**config.mk**
```make
export PLATFORM = sky130hd
export DESIGN_NAME = sample_stats
export DESIGN_NICKNAME = d
export VERILOG_FILES = /design/src/rtl/scope_pkg.sv /design/src/rtl/window_accum.sv /design/src/rtl/sample_stats.sv
export SDC_FILE = /design/constraint.sdc
export NUM_CORES = 1
export LEC_CHECK = 0
export BUFFER_PORTS_ARGS = -buffer_cell sky130_fd_sc_hd__buf_2
export CAP_MARGIN = 0
export CORE_ASPECT_RATIO = 0.8
export CORE_MARGIN = 4
export CORE_UTILIZATION = 40
export CTS_BUF_LIST = sky130_fd_sc_hd__clkbuf_2
export CTS_CLUSTER_SIZE = 30
export DETAILED_ROUTE_END_ITERATION = 8
export PLACE_DENSITY = 0.6
export SLEW_MARGIN = 5
export SYNTH_ARGS = -nofsm -noshare
export SYNTH_HDL_FRONTEND = slang
export SYNTH_SLANG_ARGS = --single-unit
```
**constraint.sdc**
```tcl
create_clock -name clk -period 9.4 [get_ports clk]
set_clock_uncertainty 0.05 [all_clocks]
set_input_delay 0.94 -clock clk [delete_from_list [all_inputs] [get_ports clk]]
set_output_delay 0.94 -clock clk [all_outputs]
set_load 0.01 [all_outputs]
```
**src/rtl/scope_pkg.sv**
```systemverilog
// Shared types for the scope statistics datapath.
// stats_t carries one window's min/max/mean at display width.
package scope_pkg;

  localparam int SAMPLE_W_DEFAULT = 10;
  localparam int STAT_W           = 16;

  typedef struct packed {
    logic [STAT_W-1:0] min;
    logic [STAT_W-1:0] max;
    logic [STAT_W-1:0] mean;
  } stats_t;

endpackage

```
**src/rtl/window_accum.sv**
```systemverilog
// Running min/max/sum over 2^WIN_LOG2 valid samples.
// done and stats are combinational so a completing window can publish same edge.
module window_accum
  import scope_pkg::*;
#(
  parameter int SAMPLE_W = SAMPLE_W_DEFAULT,
  parameter int WIN_LOG2 = 8
) (
  input  logic                clk,
  input  logic                reset_n,
  input  logic [SAMPLE_W-1:0] sample,
  input  logic                sample_valid,
  output logic                done,
  output stats_t              stats
);

  localparam int ACC_W = SAMPLE_W + WIN_LOG2;

  logic [WIN_LOG2-1:0] r_cnt;
  logic [ACC_W-1:0]    r_acc;
  logic [SAMPLE_W-1:0] r_min;
  logic [SAMPLE_W-1:0] r_max;

  logic                w_first;
  logic [SAMPLE_W-1:0] w_min;
  logic [SAMPLE_W-1:0] w_max;
  logic [ACC_W-1:0]    w_acc;
  logic [SAMPLE_W-1:0] w_mean;

  // First sample of a window replaces stale running values.
  always_comb begin
    w_first = (r_cnt == '0);
    w_min   = (w_first || sample < r_min) ? sample : r_min;
    w_max   = (w_first || sample > r_max) ? sample : r_max;
    w_acc   = (w_first ? '0 : r_acc) + ACC_W'(sample);
    w_mean  = w_acc[ACC_W-1:WIN_LOG2];
  end

  always_comb begin
    done       = sample_valid && (r_cnt == '1);
    stats.min  = STAT_W'(w_min);
    stats.max  = STAT_W'(w_max);
    stats.mean = STAT_W'(w_mean);
  end

  always_ff @(posedge clk or negedge reset_n) begin
    if (!reset_n) begin
      r_cnt <= '0;
      r_acc <= '0;
      r_min <= '0;
      r_max <= '0;
    end else if (sample_valid) begin
      r_cnt <= r_cnt + 1'b1;
      r_acc <= w_acc;
      r_min <= w_min;
      r_max <= w_max;
    end
  end

endmodule

```
**src/rtl/sample_stats.sv**
```systemverilog
// Per-window sample statistics, published only on frame boundaries.
// Holds the latest completed window until a frame_start without hold.
module sample_stats
  import scope_pkg::*;
#(
  parameter int SAMPLE_W = SAMPLE_W_DEFAULT,
  parameter int WIN_LOG2 = 8
) (
  input  logic                clk,
  input  logic                reset_n,
  input  logic [SAMPLE_W-1:0] sample,
  input  logic                sample_valid,
  input  logic                frame_start,
  input  logic                hold,
  output logic [STAT_W-1:0]   stat_min,
  output logic [STAT_W-1:0]   stat_max,
  output logic [STAT_W-1:0]   stat_mean,
  output logic [STAT_W-1:0]   stat_pp,
  output logic                stats_updated
);

  logic   w_done;
  stats_t w_win;
  logic   w_pub;
  stats_t w_src;

  logic              r_pend;
  stats_t            r_snap;
  stats_t            r_pub;
  logic [STAT_W-1:0] r_pp;
  logic              r_upd;

  window_accum #(
    .SAMPLE_W(SAMPLE_W),
    .WIN_LOG2(WIN_LOG2)
  ) u_accum (
    .clk         (clk),
    .reset_n     (reset_n),
    .sample      (sample),
    .sample_valid(sample_valid),
    .done        (w_done),
    .stats       (w_win)
  );

  // A window completing on the frame_start edge bypasses the snapshot.
  always_comb begin
    w_pub = frame_start && !hold && (w_done || r_pend);
    w_src = w_done ? w_win : r_snap;
  end

  always_ff @(posedge clk or negedge reset_n) begin
    if (!reset_n) begin
      r_pend <= 1'b0;
      r_snap <= '0;
      r_pub  <= '0;
      r_pp   <= '0;
      r_upd  <= 1'b0;
    end else if (w_pub) begin
      r_pub  <= w_src;
      r_pp   <= w_src.max - w_src.min;
      r_upd  <= 1'b1;
      r_pend <= 1'b0;
    end else begin
      r_upd <= 1'b0;
      if (w_done) begin
        r_snap <= w_win;
        r_pend <= 1'b1;
      end
    end
  end

  assign stat_min      = r_pub.min;
  assign stat_max      = r_pub.max;
  assign stat_mean     = r_pub.mean;
  assign stat_pp       = r_pp;
  assign stats_updated = r_upd;

endmodule
```
* Word-level counts from Yosys, hierarchy flattened
Cells that the tools add are included.
W data, S select, Z words.
** Word-level totals
- Input bits :: 15
- Output and inout port bits :: 65
- Logic and storage cells :: 35
- Register bits after elaboration :: 160
** Cells by class
- Add/subtract/negate cells :: 3
- Order comparisons :: 2
- Reductions and logical operators :: 9
- Mux-type cells :: 7
- Eq/ne operators :: 1
** Operators by type and width (number)
- $mux W48 :: 1
- $mux W10 :: 2
- $add A18 B10 Y18 :: 1
- $mux W18 :: 1
- $sub A16 B16 Y16 :: 1
- $gt A10 B10 Y1 :: 1
- $lt A10 B10 Y1 :: 1
- $add A8 B1 Y8 const B :: 1
- $eq A8 B8 Y1 const B :: 1
- $logic_not A8 Y1 :: 1
- $logic_and A1 B1 Y1 :: 3
- $logic_or A1 B1 Y1 :: 3
- $mux W1 :: 3
- $reduce_bool A2 Y1 :: 1
- $logic_not A1 Y1 :: 1

* Depth between registers and ports, before layout
Gate-level depths: netlist (run 1).
- Depth in word-level cells :: 5
- Mapped depth :: 17
- Depth with buffers taken out :: 16

* By module
A second synthesis (run 1) with hierarchy kept.
** Unflattened totals
- Cells, all modules :: 892
- Area total of the unflattened synthesis :: 8878.5 µm²
** By module, submodules not included
- sample_stats :: area an instance 5301.3 µm², seq. area each 2852.7 µm², times used 1, cells each 514
- window_accum :: area an instance 3577.2 µm², seq. area each 1151.1 µm², times used 1, cells each 378

* Least setup slack after synthesis (run 1)
No wires, ideal clock.
- Kind :: input to register
- Start point :: input sample[5]
- End point :: register r_pp[12], in the netlist stat_pp[12]
- Stages :: 16
- Arrival time :: 4.011 ns
- Setup time :: 0.129 ns
- Path slack :: 5.210 ns
- Buffers on the path :: 1
- Required time :: 9.221 ns
- Path through :: ha_1 > a21oi_1 > o21ai_1 > a2111oi_0 > o21ai_1 > buf_4 > mux2i_1 > o21a_1 > ha_1 > fa_1 > nor2b_1 > o31a_1 > nor3_2 > o31ai_2 > or4_1 > nand3_1
** On the way
- Cells in the longest elaborated chain, start to end :: 5
- Elaborated cells on any way between the ends :: 8
- Classes of those cells :: add/sub: 1; order compare: 2; mux: 3; reduce/logical: 2
** RTL lines
- start: declaration :: RTL line sample_stats.sv:11 : input logic [SAMPLE_W-1:0] sample,
- $gt A10 B10 Y1 / $lt A10 B10 Y1 (equally long branches) :: RTL line window_accum.sv:34, window_accum.sv:33
- $logic_or A1 B1 Y1 (on tied branches) :: RTL line window_accum.sv:34, window_accum.sv:33
- $mux W10 (on tied branches) :: RTL line window_accum.sv:34, window_accum.sv:33
- $mux W48 *
- $sub A16 B16 Y16 * :: RTL line sample_stats.sv:60 : r_pp <= w_src.max - w_src.min;
- end signal: assignment :: RTL line sample_stats.sv:60
- end: declaration :: RTL line sample_stats.sv:30 : logic [STAT_W-1:0] r_pp;
Every way passes the cells marked *; elsewhere a longest branch is shown, timed or not.
A chain may end at the register's enable or synchronous reset.

* Final worst setup path (run 1)
- Start point :: register u_accum.r_cnt[0]
- End point :: register r_pp[12], in the netlist stat_pp[12]
** On the way
- Cells in the longest elaborated chain, start to end :: 5
- Elaborated cells on any way between the ends :: 11
- Classes of those cells :: add/sub: 1; eq/ne: 1; mux: 3; reduce/logical: 6
** RTL lines
- start: declaration :: RTL line window_accum.sv:19 : logic [WIN_LOG2-1:0] r_cnt;
- start signal: assignment :: RTL line window_accum.sv:53 : r_cnt <= r_cnt + 1'b1;
- $logic_not A8 Y1 :: RTL line window_accum.sv:32 : w_first = (r_cnt == '0);
- $logic_or A1 B1 Y1 (on tied branches) :: RTL line window_accum.sv:34, window_accum.sv:33
- $mux W10 (on tied branches) :: RTL line window_accum.sv:34, window_accum.sv:33
- $mux W48
- $sub A16 B16 Y16 :: RTL line sample_stats.sv:60
Parallel ways exist; a longest one is shown, timed or not.

==> out/qor_table.md, run 1 <==
| Result | Value | Unit |
| --- | --- | --- |
| DRC Markers | 0 | - |
| Hold crit path type | in -> async | - |
| Clock buffers created by TritonCTS | 17 | - |
| First-pass iteration count of the detailed router | 5 | - |
| Clock latency at the later pin of the worst-skew pair | 0.75 | ns |
| Max-slew headroom | 0.243 | - |
| Buffers inserted by post-CTS timing repair | 0 | - |
| Measured slew at the worst slew-check pin | 1.13 | ns |
| Minimum clock period after layout | 4.88 | ns |
| EDFF count, synth | 0 | - |
| Fraction of layout instances using a drive strength above 1 | 0.168 | - |
| Net count of the finished layout | 986 | - |
| Final wirelength | 20.1 | mm |
| Clk sink count | 160 | - |
| Total of endpoints with negative setup slack in the final report | 0 | - |
| Antenna-violating nets left | 0 | - |
| Clock transition at the registers of the reported paths | 0.26 | ns |
| Standard-cell rows | 47 | - |
| Reg-to-reg startpoint | u_accum.r_cnt[0] | - |
| Post-synth top area share | 0.472 | - |
| Detailed router's first-iteration violation count | 536 | - |
| Worst-case setup slack after placement | 4.23 | ns |
| Maximum number of pins on one net before global-route repair | 105 | - |
| Number of hold buffers added after CTS | 0 | - |
| Maximum fanout along the worst path | 21 | - |
| H-Tree Depth | 4 | - |
| Async set or reset register ratio after synthesis | 1.00 | - |
| Slowest Stage Delay on Critical Path | 0.63 | ns |
| TritonCTS clock tree | yes | - |
| Vertical extent of the die | 138 | µm |
| Flip-flop and latch count after synthesis | 160 | - |
| Category of the most critical setup path | reg -> reg | - |
| Commonest register cell after synthesis | sky130_fd_sc_hd__dfrtp_1 | - |
| Number of antenna violations at the first check in global routing | 1 | - |
| Count of cells resized by post-cts repair | 0 | - |
| Via density per instance | 5.28 | - |
| Final total negative setup slack | 0 | ns |
| Final critical-path share of the clock period | 0.519 | - |
| Cells taking the most area after synthesis | sky130_fd_sc_hd__dfrtp_1 47%, sky130_fd_sc_hd__ha_1 6.9%, sky130_fd_sc_hd__nand2_1 6.1% | - |
| Final hold slack | 0.226 | ns |
| Count of port buffers added during placement | 79 | - |
| Cell Area, Placed | 9070 | µm² |
| Nature of the critical path startpoint | flip-flop | - |
| Synth warnings | 0 | - |
| Setup crit end kind | flip-flop | - |
| Max Cap Violations | 0 | - |
| Result of the run | finished, final reports clean | - |
| Number of slew-limit violations in the final report | 0 | - |
| Nets in the synthesized netlist | 926 | - |
| Highest ir drop seen on vdd | 0.0000954 | V |
| Starting density of the core | 0.409 | - |
| Buffer type at the clock tree root | sky130_fd_sc_hd__clkbuf_2 | - |
| Number of instances in the synthesized netlist | 862 | - |
| Leakage power figure | 0.00450 | µW |
| Netlist area before placement | 8480 | µm² |
| Cell with the most instances on the worst path | sky130_fd_sc_hd__ha_1 | - |
| Final Hold Vio Count | 0 | - |
| Critical path, cell by cell | inv_1 -> ha_1 -> nor4b_1 -> nand2_1 -> o21ai_1 -> buf_4 -> mux2i_1 -> o21a_1 -> ha_1 -> fa_1 -> nor2b_1 -> o31a_1 -> nor3_2 -> o31ai_2 -> or4_1 -> nand3_1 | - |
| Post-synthesis area per instance | 9.84 | µm² |
| Wire length per cell | 16.7 | µm |
| Total number of vias | 6370 | - |
| Fin area | 9290 | µm² |
| Die Span X | 171 | µm |
| Count of unique library cells instantiated by Yosys | 68 | - |
| Routability congestion estimate from global placement | 0.824 | - |
| Slack of the critical path | 4.52 | ns |
| Required arrival time at the worst endpoint | 10.05 | ns |
| HPWL after DPL | 13.8 | mm |
| Library cell with the largest summed area after synthesis | sky130_fd_sc_hd__dfrtp_1 | - |
| Number of global-route vias before repair | 6195 | - |
| Standard cell core area | 20800 | µm² |
| Maximum clock frequency | 205 | MHz |
| Die footprint | 23600 | µm² |
| Global routing usage summed across all routing layers | 0.178 | - |
| Global-route wire length before repair | 33.9 | mm |
| Layout Area Growth over Synthesis | 9.48 | % |
| Clock Path Buffers | 2 | - |
| Seq/Total Area, Yosys | 0.472 | - |
| Critical Path Source | u_accum.r_cnt[0] | - |
| Total power per unit cell area | 209 | nW/µm² |
| Setup repair after global routing missed its margin | false | - |
| Number of top-level pins | 80 | - |
| Grt ovf | 0 | - |
| CP max stage cell | sky130_fd_sc_hd__o21ai_1 | - |
| Arrival @ worst endpoint | 5.53 | ns |
| Post-layout total power | 1940 | µW |
[cell families (layout without fill, tap and decap cells)]
logic type,after synthesis,after routing,synth area share
other,0,2,0
buffers and inverters,77,150,0.0386
AOI/OAI and AO/OA,229,229,0.171
adders and majority gates,49,49,0.0740
and+or+nand+nor,273,273,0.152
DFF,160,160,0.472
muxes,47,47,0.0639
xor gates and xnor gates,27,27,0.0279
[through the flow]
step | instances | utilization
floorplan | 862 | -
global placement | 1172 | 0.437
detailed placement | 1172 | 0.437
CTS | 1204 | 0.447
global route | 1206 | 0.447
finish | 1206 | 0.447
[flip-flops by register name, indices dropped and copies added, names as in the netlist]
name           count
stat_mean         16
u_accum.r_acc     18
r_snap            48
r_pend             1
u_accum.r_cnt      8
stats_updated      1
u_accum.r_max     10
stat_max          16
stat_pp           16
stat_min          16
u_accum.r_min     10
[critical path: cells and delay by family, from the launching register on]
kind                       cells  cell delay (ns)
and+or+nand+nor                6             1.80
adders and majority gates      3             0.54
buffers and inverters          2             0.37
DFF                            1             0.47
AOI/OAI and AO/OA              4             1.27
muxes                          1             0.35
[cell type report]
type | instances | area (µm²)
Fill cell | 2068 | 11500
Multi-Input combinational cell | 625 | 4160
Sequential cell | 160 | 4000
Timing Repair Buffer | 85 | 447
Tap cell | 269 | 337
Clock inverter | 15 | 128
Inverter | 33 | 124
Clock buffer | 17 | 85.1
Antenna cell | 2 | 5.00
[cell usage after synthesis, drive strengths merged (13+ instances only)]
cell type and instances:
a21o 13, a21oi 50, and2 35, buf 21, clkbuf 23, dfrtp 160
ha 47, inv 33, mux2 24, mux2i 23, nand2 137, nand3 15
nor2 33, o21a 13, o21ai 86, o221ai 22, xnor2 17
[power breakdown]
part / internal [µW] / leakage [µW] / switching (µW) / total, µW
Clock: 78.8 / 0.000129 / 281 / 360
Combinational: 311 / 0.00224 / 407 / 718
Sequential: 782 / 0.00213 / 80.4 / 862
Total: 1170 / 0.00450 / 768 / 1940
[routing by layer]
metal  vias to the layer above  share of wire  GRT usage  routed length, µm
met2                       118           0.43      0.261               8610
met3                        16          0.037     0.0305                751
met4                         0          0.014     0.0429                272
met5                         -              0          0                  0
li1                       3182              -          -                  -
met1                      3054           0.52      0.276              10500
[path summary, 6_finish.rpt]
| check | end | slack, ns | depth (start not counted) |
|---|---|---|---|
| worst max-delay path | stat_pp[12] | 4.52 | 16 |
| worst min-delay path | u_accum.r_min[0] | 0.23 | 1 |
| worst max register to register | stat_pp[12] | 4.52 | 16 |
| worst min register to register | stat_pp[9] | 0.46 | 2 |
| max in group asynchronous | u_accum.r_acc[17] | 7.78 | 2 |
| min in group clk | stat_pp[9] | 0.46 | 2 |
[layout by cell type, fill, tap and decap left out, drive strengths merged, types with 4 or more instances in the layout]
cell and count:
o21a 13, inv 40, xnor2 17, and2 35, mux2 24, nand4 8
clkinv 6, dfrtp 160, ha 47, a211oi 7, xor2 10, nand2b 12
o31ai 6, nand3 15, mux2i 23, a22o 4, buf 85, nand2 137
nor3 9, o221ai 22, nor2 33, and3 5, nor3b 4, a21oi 50
o21ai 86, clkbuf 17, o22ai 4, o211ai 5, and4 4, a21o 13
Note: power is estimated with default switching activity, not from simulation.
==> inputs of run 2 (changes only) <==
ABC_AREA = 1   (was default)
PLACE_DENSITY = 0.59   (was 0.6)
clock period = 4.8 ns   (was 9.4 ns; I/O delays follow)
==> out/qor_table.md, run 2 <==
| Result | Value | Unit |
| --- | --- | --- |
| Most frequent standard cell in the layout excluding fill and tap cells | sky130_fd_sc_hd__nand2_1 | - |
| Minimum clock period after layout | 4.10 | ns |
| Cell with the most instances on the worst path | sky130_fd_sc_hd__nand2_1 | - |
| Net count of the finished layout | 1246 | - |
| Clock buffers created by TritonCTS | 17 | - |
| Post-synth top area share | 0.460 | - |
| Slowest Stage Delay on Critical Path | 0.47 | ns |
| Flip-flop count of the largest register after layout | 48 | - |
| Clk sink count | 160 | - |
| Total power per unit cell area | 397 | nW/µm² |
| Measured slew at the worst slew-check pin | 1.14 | ns |
| EDFF count, synth | 0 | - |
| Proportion of power drawn by the clock network | 0.202 | - |
| Total of endpoints with negative setup slack in the final report | 0 | - |
| H-Tree Depth | 4 | - |
| Registers with the highest flip-flop counts | r_snap x48, u_accum.r_acc x18 | - |
| Maximum fanout along the worst path | 20 | - |
| Seq/Total Area, Yosys | 0.460 | - |
| Antenna-violating nets left | 0 | - |
| Arrival @ worst endpoint | 4.66 | ns |
| First-pass iteration count of the detailed router | 5 | - |
| Number of antenna violations at the first check in global routing | 1 | - |
| Starting density of the core | 0.413 | - |
| Cells taking the most area after synthesis | sky130_fd_sc_hd__dfrtp_1 46%, sky130_fd_sc_hd__nand2_1 15%, sky130_fd_sc_hd__ha_1 6.8% | - |
| Flip-flop and latch count after synthesis | 160 | - |
| Grt ovf | 0 | - |
| Synth warnings | 0 | - |
| Number of global-route vias before repair | 6960 | - |
| Seq pwr share | 0.451 | - |
| Post-layout total power | 3830 | µW |
| Category of the most critical setup path | reg -> reg | - |
| Count of port buffers added during placement | 79 | - |
| Highest ir drop seen on vdd | 0.000159 | V |
| Nature of the critical path startpoint | flip-flop | - |
| Switch share | 0.399 | - |
| Clock transition at the registers of the reported paths | 0.26 | ns |
| Final Hold Vio Count | 0 | - |
| Fill cell count | 2164 | - |
| CP max stage cell | sky130_fd_sc_hd__dfrtp_1 | - |
| Result of the run | finished, final reports clean | - |
| Buf/Inv on CP | 2 | - |
| Max Cap Violations | 0 | - |
| Critical Path Source | u_accum.r_cnt[0] | - |
| Portion of total power attributed to combinational logic | 0.347 | - |
| Switching component of the power | 1530 | µW |
| Critical path, cell by cell | inv_1 -> ha_1 -> nand2_1 -> nor2_1 -> nand2_2 -> nand2_1 -> o21ai_0 -> a21boi_0 -> ha_1 -> fa_1 -> o21ai_0 -> a21oi_1 -> inv_1 -> nand4_1 -> nand2_1 -> nand2_1 -> nand3_1 -> nand2_1 | - |
| Max-slew headroom | 0.241 | - |
| Async set or reset register ratio after synthesis | 1.00 | - |
| Most flops, register | r_snap | - |
| Worst-case setup slack after placement | 0.586 | ns |
| Count of cells resized by post-cts repair | 0 | - |
| Wire length per cell | 14.6 | µm |
| TritonCTS clock tree | yes | - |
| Setup crit end kind | flip-flop | - |
| Required arrival time at the worst endpoint | 5.37 | ns |
| Final total negative setup slack | 0 | ns |
| Nets in the synthesized netlist | 1169 | - |
| Netlist area before placement | 8700 | µm² |
| Clock latency at the later pin of the worst-skew pair | 0.72 | ns |
| Buffer type at the clock tree root | sky130_fd_sc_hd__clkbuf_2 | - |
| Total number of vias | 7216 | - |
| Commonest cells after routing, fill and taps aside | 352 x sky130_fd_sc_hd__nand2_1, 160 x sky130_fd_sc_hd__dfrtp_1, 116 x sky130_fd_sc_hd__inv_1, 89 x sky130_fd_sc_hd__nand3_1, 87 x sky130_fd_sc_hd__o21ai_0 | - |
| Final wirelength | 21.4 | mm |
| Number of top-level pins | 80 | - |
| Routability congestion estimate from global placement | 0.871 | - |
| Count of unique library cells instantiated by Yosys | 37 | - |
| Maximum clock frequency | 244 | MHz |
| Final critical-path share of the clock period | 0.854 | - |
| Clock Path Buffers | 2 | - |
| Cell internal power dissipation | 2300 | µW |
| Setup repair after global routing missed its margin | false | - |
| Die footprint | 24200 | µm² |
| Maximum number of pins on one net before global-route repair | 123 | - |
| HPWL after DPL | 15.5 | mm |
| Fraction of layout instances using a drive strength above 1 | 0.132 | - |
| Standard-cell rows | 47 | - |
| Via density per instance | 4.93 | - |
| Hold crit path type | in -> reg | - |
| Global routing usage summed across all routing layers | 0.183 | - |
| Most common cell in the netlist | sky130_fd_sc_hd__nand2_1 | - |
| Library cell with the largest summed area after synthesis | sky130_fd_sc_hd__dfrtp_1 | - |
| Reg-to-reg startpoint | u_accum.r_cnt[0] | - |
| Number of instances in the synthesized netlist | 1105 | - |
| Global-route wire length before repair | 36.4 | mm |
| Die Span X | 173 | µm |
| Leakage power figure | 0.00545 | µW |
| Number of slew-limit violations in the final report | 0 | - |
| Vertical extent of the die | 140 | µm |
| Buffers inserted by post-CTS timing repair | 0 | - |
| CP top delay family | compound AO/OA/AOI/OAI gates | - |
| Commonest cells in the netlist | 352 x sky130_fd_sc_hd__nand2_1, 160 x sky130_fd_sc_hd__dfrtp_1, 116 x sky130_fd_sc_hd__inv_1 | - |
| Standard cell core area | 21100 | µm² |
| Commonest register cell after synthesis | sky130_fd_sc_hd__dfrtp_1 | - |
| Slack of the critical path | 0.702 | ns |
| DRC Markers | 0 | - |
| Post-synthesis area per instance | 7.87 | µm² |
| Launch instance of the worst min-delay path | sample[5] | - |
| Layout Area Growth over Synthesis | 11.0 | % |
| Detailed router's first-iteration violation count | 495 | - |
==> run 2: changes by cell type in the layout (fill, tap and decap cells not counted), moves of 18 or more <==
cell	delta
sky130_fd_sc_hd__o21ai_1	-55
sky130_fd_sc_hd__nor2_1	+26
sky130_fd_sc_hd__inv_1	+84
sky130_fd_sc_hd__mux2i_1	-21
sky130_fd_sc_hd__nand2_1	+215
sky130_fd_sc_hd__o221ai_1	-22
sky130_fd_sc_hd__a21oi_1	-18
sky130_fd_sc_hd__and2_1	-26
sky130_fd_sc_hd__or2_2	+27
sky130_fd_sc_hd__o21ai_0	+65
sky130_fd_sc_hd__nand3_1	+75
==> run 2: worst min-delay path: stages <==
cell and delay, ns:
sky130_fd_sc_hd__buf_2 0.15, sky130_fd_sc_hd__nand2_1 0.10, sky130_fd_sc_hd__a31oi_1 0.08
==> run 2: stage by stage <==
step                      utilization  hold slack, ns  cells  area (µm²)
after floorplan                     -           0.134   1105        8700
after global placement          0.442           0.399   1422        9300
after detailed placement        0.442           0.402   1422        9300
after CTS                       0.458          0.0108   1464        9650
after global routing            0.459          0.0185   1465        9650
final                           0.459          0.0528   1465        9650
==> run 2: area by class of cell <==
cell class / count / area, µm² / area share
diodes: 1 / 2.50 / 0.000259
repair buffers: 100 / 597 / 0.0618
flip-flops and latches: 160 / 4000 / 0.415
inverters: 119 / 447 / 0.0463
clock inverters: 14 / 156 / 0.0162
well taps: 269 / 337 / 0.0349
clock buffers: 18 / 90.1 / 0.00933
multi-input cells: 784 / 4020 / 0.416
==> run 2: what timing repair did <==
action,4_1_cts,5_1_grt
hold endpoints to repair,66,0
hold buffers,10,0
endpoints found under the setup margin,0,0
==> run 2: kinds of logic (layout without fill, tap and decap cells) <==
family | Yosys count | after routing | synth area share
buf+inv | 161 | 251 | 0.0781
fa+ha+maj | 49 | 49 | 0.0722
simple gates | 558 | 558 | 0.272
xor+xnor | 21 | 21 | 0.0211
other cells | 0 | 1 | 0
compound gates | 156 | 156 | 0.0961
flops | 160 | 160 | 0.460
==> run 2: routing by layer <==
layer / vias to the layer above / wire length, µm / global-route usage
li1: 3706 / - / -
met1: 3375 / 11200 / 0.278
met2: 124 / 9310 / 0.277
met3: 11 / 706 / 0.0310
met4: 0 / 187 / 0.0369
met5: - / 0 / 0
==> run 2: worst paths after layout <==
check,to,slack [ns],cells past startpoint
setup / recovery,stat_pp[14],0.70,18
hold / removal,u_accum.r_max[5],0.05,3
setup reg to reg,stat_pp[14],0.70,18
hold reg to reg,r_snap[28],0.45,2
max in group asynchronous,stat_min[9],3.54,3
min in group asynchronous,stat_mean[1],0.20,2
==> run 2: power groups by stage <==
stage	clock (µW)	sequential (µW)	combinational, µW
6_report	773	1730	1330
5_1_grt	859	1770	1550
4_1_cts	796	1730	1330
3_5_place_dp	0	1750	1320
3_3_place_gp	0	1750	1300
2_1_floorplan	0	1730	965
==> inputs of run 3 (changes only) <==
ABC_AREA = default   (was 1)
PLACE_DENSITY = 0.6   (was 0.59)
==> out/qor_table.md, run 3 (synthesis results as in run 1) <==
| Result | Value | Unit |
| --- | --- | --- |
| Minimum clock period after layout | 4.17 | ns |
| Final wirelength | 20.5 | mm |
| Fill cell count | 2001 | - |
| Most flops, register | r_snap | - |
| Required arrival time at the worst endpoint | 5.39 | ns |
| Clock buffers created by TritonCTS | 17 | - |
| Buffer type at the clock tree root | sky130_fd_sc_hd__clkbuf_2 | - |
| Arrival @ worst endpoint | 4.76 | ns |
| DRC Markers | 0 | - |
| Category of the most critical setup path | reg -> reg | - |
| Commonest cells after routing, fill and taps aside | 160 x sky130_fd_sc_hd__dfrtp_1, 137 x sky130_fd_sc_hd__nand2_1, 78 x sky130_fd_sc_hd__buf_2, 63 x sky130_fd_sc_hd__o21ai_1, 48 x sky130_fd_sc_hd__a21oi_1 | - |
| Clock latency at the later pin of the worst-skew pair | 0.73 | ns |
| Vertical extent of the die | 138 | µm |
| Critical path, cell by cell | inv_1 -> ha_1 -> a21o_1 -> a21oi_1 -> o21ai_1 -> a221o_1 -> mux2i_1 -> o21a_1 -> ha_1 -> a2111o_1 -> o2111ai_1 -> a21o_1 -> a21oi_1 -> or3b_1 | - |
| Routability congestion estimate from global placement | 0.822 | - |
| Buf/Inv on CP | 1 | - |
| Final critical-path share of the clock period | 0.868 | - |
| Maximum clock frequency | 240 | MHz |
| Leakage power figure | 0.00461 | µW |
| Net count of the finished layout | 1003 | - |
| Cell Area, Placed | 9130 | µm² |
| Number of antenna violations at the first check in global routing | 1 | - |
| Number of global-route vias before repair | 6236 | - |
| Standard-cell rows | 47 | - |
| Number of hold buffers added after CTS | 5 | - |
| Layout Area Growth over Synthesis | 12.2 | % |
| Via density per instance | 5.29 | - |
| Post-layout total power | 3980 | µW |
| First-pass iteration count of the detailed router | 4 | - |
| Global-route wire length before repair | 34.2 | mm |
| Highest ir drop seen on vdd | 0.000200 | V |
| HPWL after DPL | 14.4 | mm |
| Count of cells resized by post-cts repair | 0 | - |
| Maximum fanout along the worst path | 11 | - |
| Total power per unit cell area | 418 | nW/µm² |
| Slowest Stage Delay on Critical Path | 0.57 | ns |
| Wire length per cell | 16.8 | µm |
| Registers with the highest flip-flop counts | r_snap x48, u_accum.r_acc x18 | - |
| Hold crit path type | in -> reg | - |
| Standard cell core area | 20800 | µm² |
| Worst reg-to-reg setup slack | 0.63 | ns |
| Clk sink count | 160 | - |
| Buffers inserted by post-CTS timing repair | 0 | - |
| Starting density of the core | 0.409 | - |
| H-Tree Depth | 4 | - |
| Grt ovf | 0 | - |
| Slack of the critical path | 0.632 | ns |
| Number of top-level pins | 80 | - |
| Fraction of layout instances using a drive strength above 1 | 0.174 | - |
| Die Span X | 171 | µm |
| Total of endpoints with negative setup slack in the final report | 0 | - |
| CP max stage cell | sky130_fd_sc_hd__a221o_1 | - |
| Total number of vias | 6459 | - |
| Maximum number of pins on one net before global-route repair | 87 | - |
| Flip-flop count of the largest register after layout | 48 | - |
| Setup crit end kind | flip-flop | - |
| Number of slew-limit violations in the final report | 0 | - |
| Measured slew at the worst slew-check pin | 1.14 | ns |
| Most frequent standard cell in the layout excluding fill and tap cells | sky130_fd_sc_hd__dfrtp_1 | - |
| Worst-case setup slack after placement | 0.426 | ns |
| Clock transition at the registers of the reported paths | 0.23 | ns |
| Detailed router's first-iteration violation count | 543 | - |
| TritonCTS clock tree | yes | - |
| Max-slew headroom | 0.239 | - |
| Global routing usage summed across all routing layers | 0.178 | - |
| Count of port buffers added during placement | 79 | - |
| Result of the run | finished, final reports clean | - |
| Die footprint | 23600 | µm² |
| Fin area | 9520 | µm² |
| Final Hold Vio Count | 0 | - |
| Max Cap Violations | 0 | - |
| CP top delay family | compound AO/OA/AOI/OAI gates | - |
| Nature of the critical path startpoint | flip-flop | - |
| Final total negative setup slack | 0 | ns |
| Clock Path Buffers | 2 | - |
| Setup repair after global routing missed its margin | false | - |
| Antenna-violating nets left | 0 | - |
-- run 3: cell type report --
cell class | instances | area (µm²) | area share
inverters | 33 | 124 | 0.0130
multi-input cells | 625 | 4160 | 0.437
flip-flops and latches | 160 | 4000 | 0.421
well taps | 269 | 337 | 0.0354
clock inverters | 14 | 203 | 0.0213
clock buffers | 18 | 90.1 | 0.00947
diodes | 1 | 2.50 | 0.000263
repair buffers | 102 | 597 | 0.0627
-- run 3: through the flow --
stage                     utilization  std cells  hold WS, ns
after detailed placement        0.440       1180        0.413
after global routing            0.458       1222     0.000736
after global placement          0.440       1180        0.411
after CTS                       0.456       1217     0.000152
final                           0.458       1222       0.0658
after floorplan                     -        862        0.134
-- run 3: report_power, final --
part	total (µW)	switching (µW)	leakage [µW]	internal (µW)
Sequential	1690	159	0.00213	1530
Combinational	1410	781	0.00231	628
Clock	879	524	0.000170	356
-- run 3: layer usage --
| layer | up-vias | track usage | wire, µm |
|---|---|---|---|
| met4 | 0 | 0.0275 | 112 |
| li1 | 3210 | - | - |
| met5 | - | 0 | 0 |
| met2 | 115 | 0.260 | 8930 |
| met3 | 6 | 0.0374 | 818 |
| met1 | 3128 | 0.278 | 10600 |
-- run 3: worst paths after layout --
check                                      start                end  depth (start not counted)
worst max-delay path            u_accum.r_min[4]        stat_pp[15]                         14
worst min-delay path                        hold             r_pend                          3
worst max register to register  u_accum.r_min[4]        stat_pp[15]                         14
worst min register to register        stat_pp[9]         stat_pp[9]                          2
max in group asynchronous                reset_n  u_accum.r_acc[15]                          3
min in group asynchronous                reset_n         r_snap[21]                          2
-- run 3: tightest hold or removal path, cell delays in order --
cell and delay, ns:
sky130_fd_sc_hd__buf_2 0.08, sky130_fd_sc_hd__nor2b_1 0.11, sky130_fd_sc_hd__a21oi_1 0.15
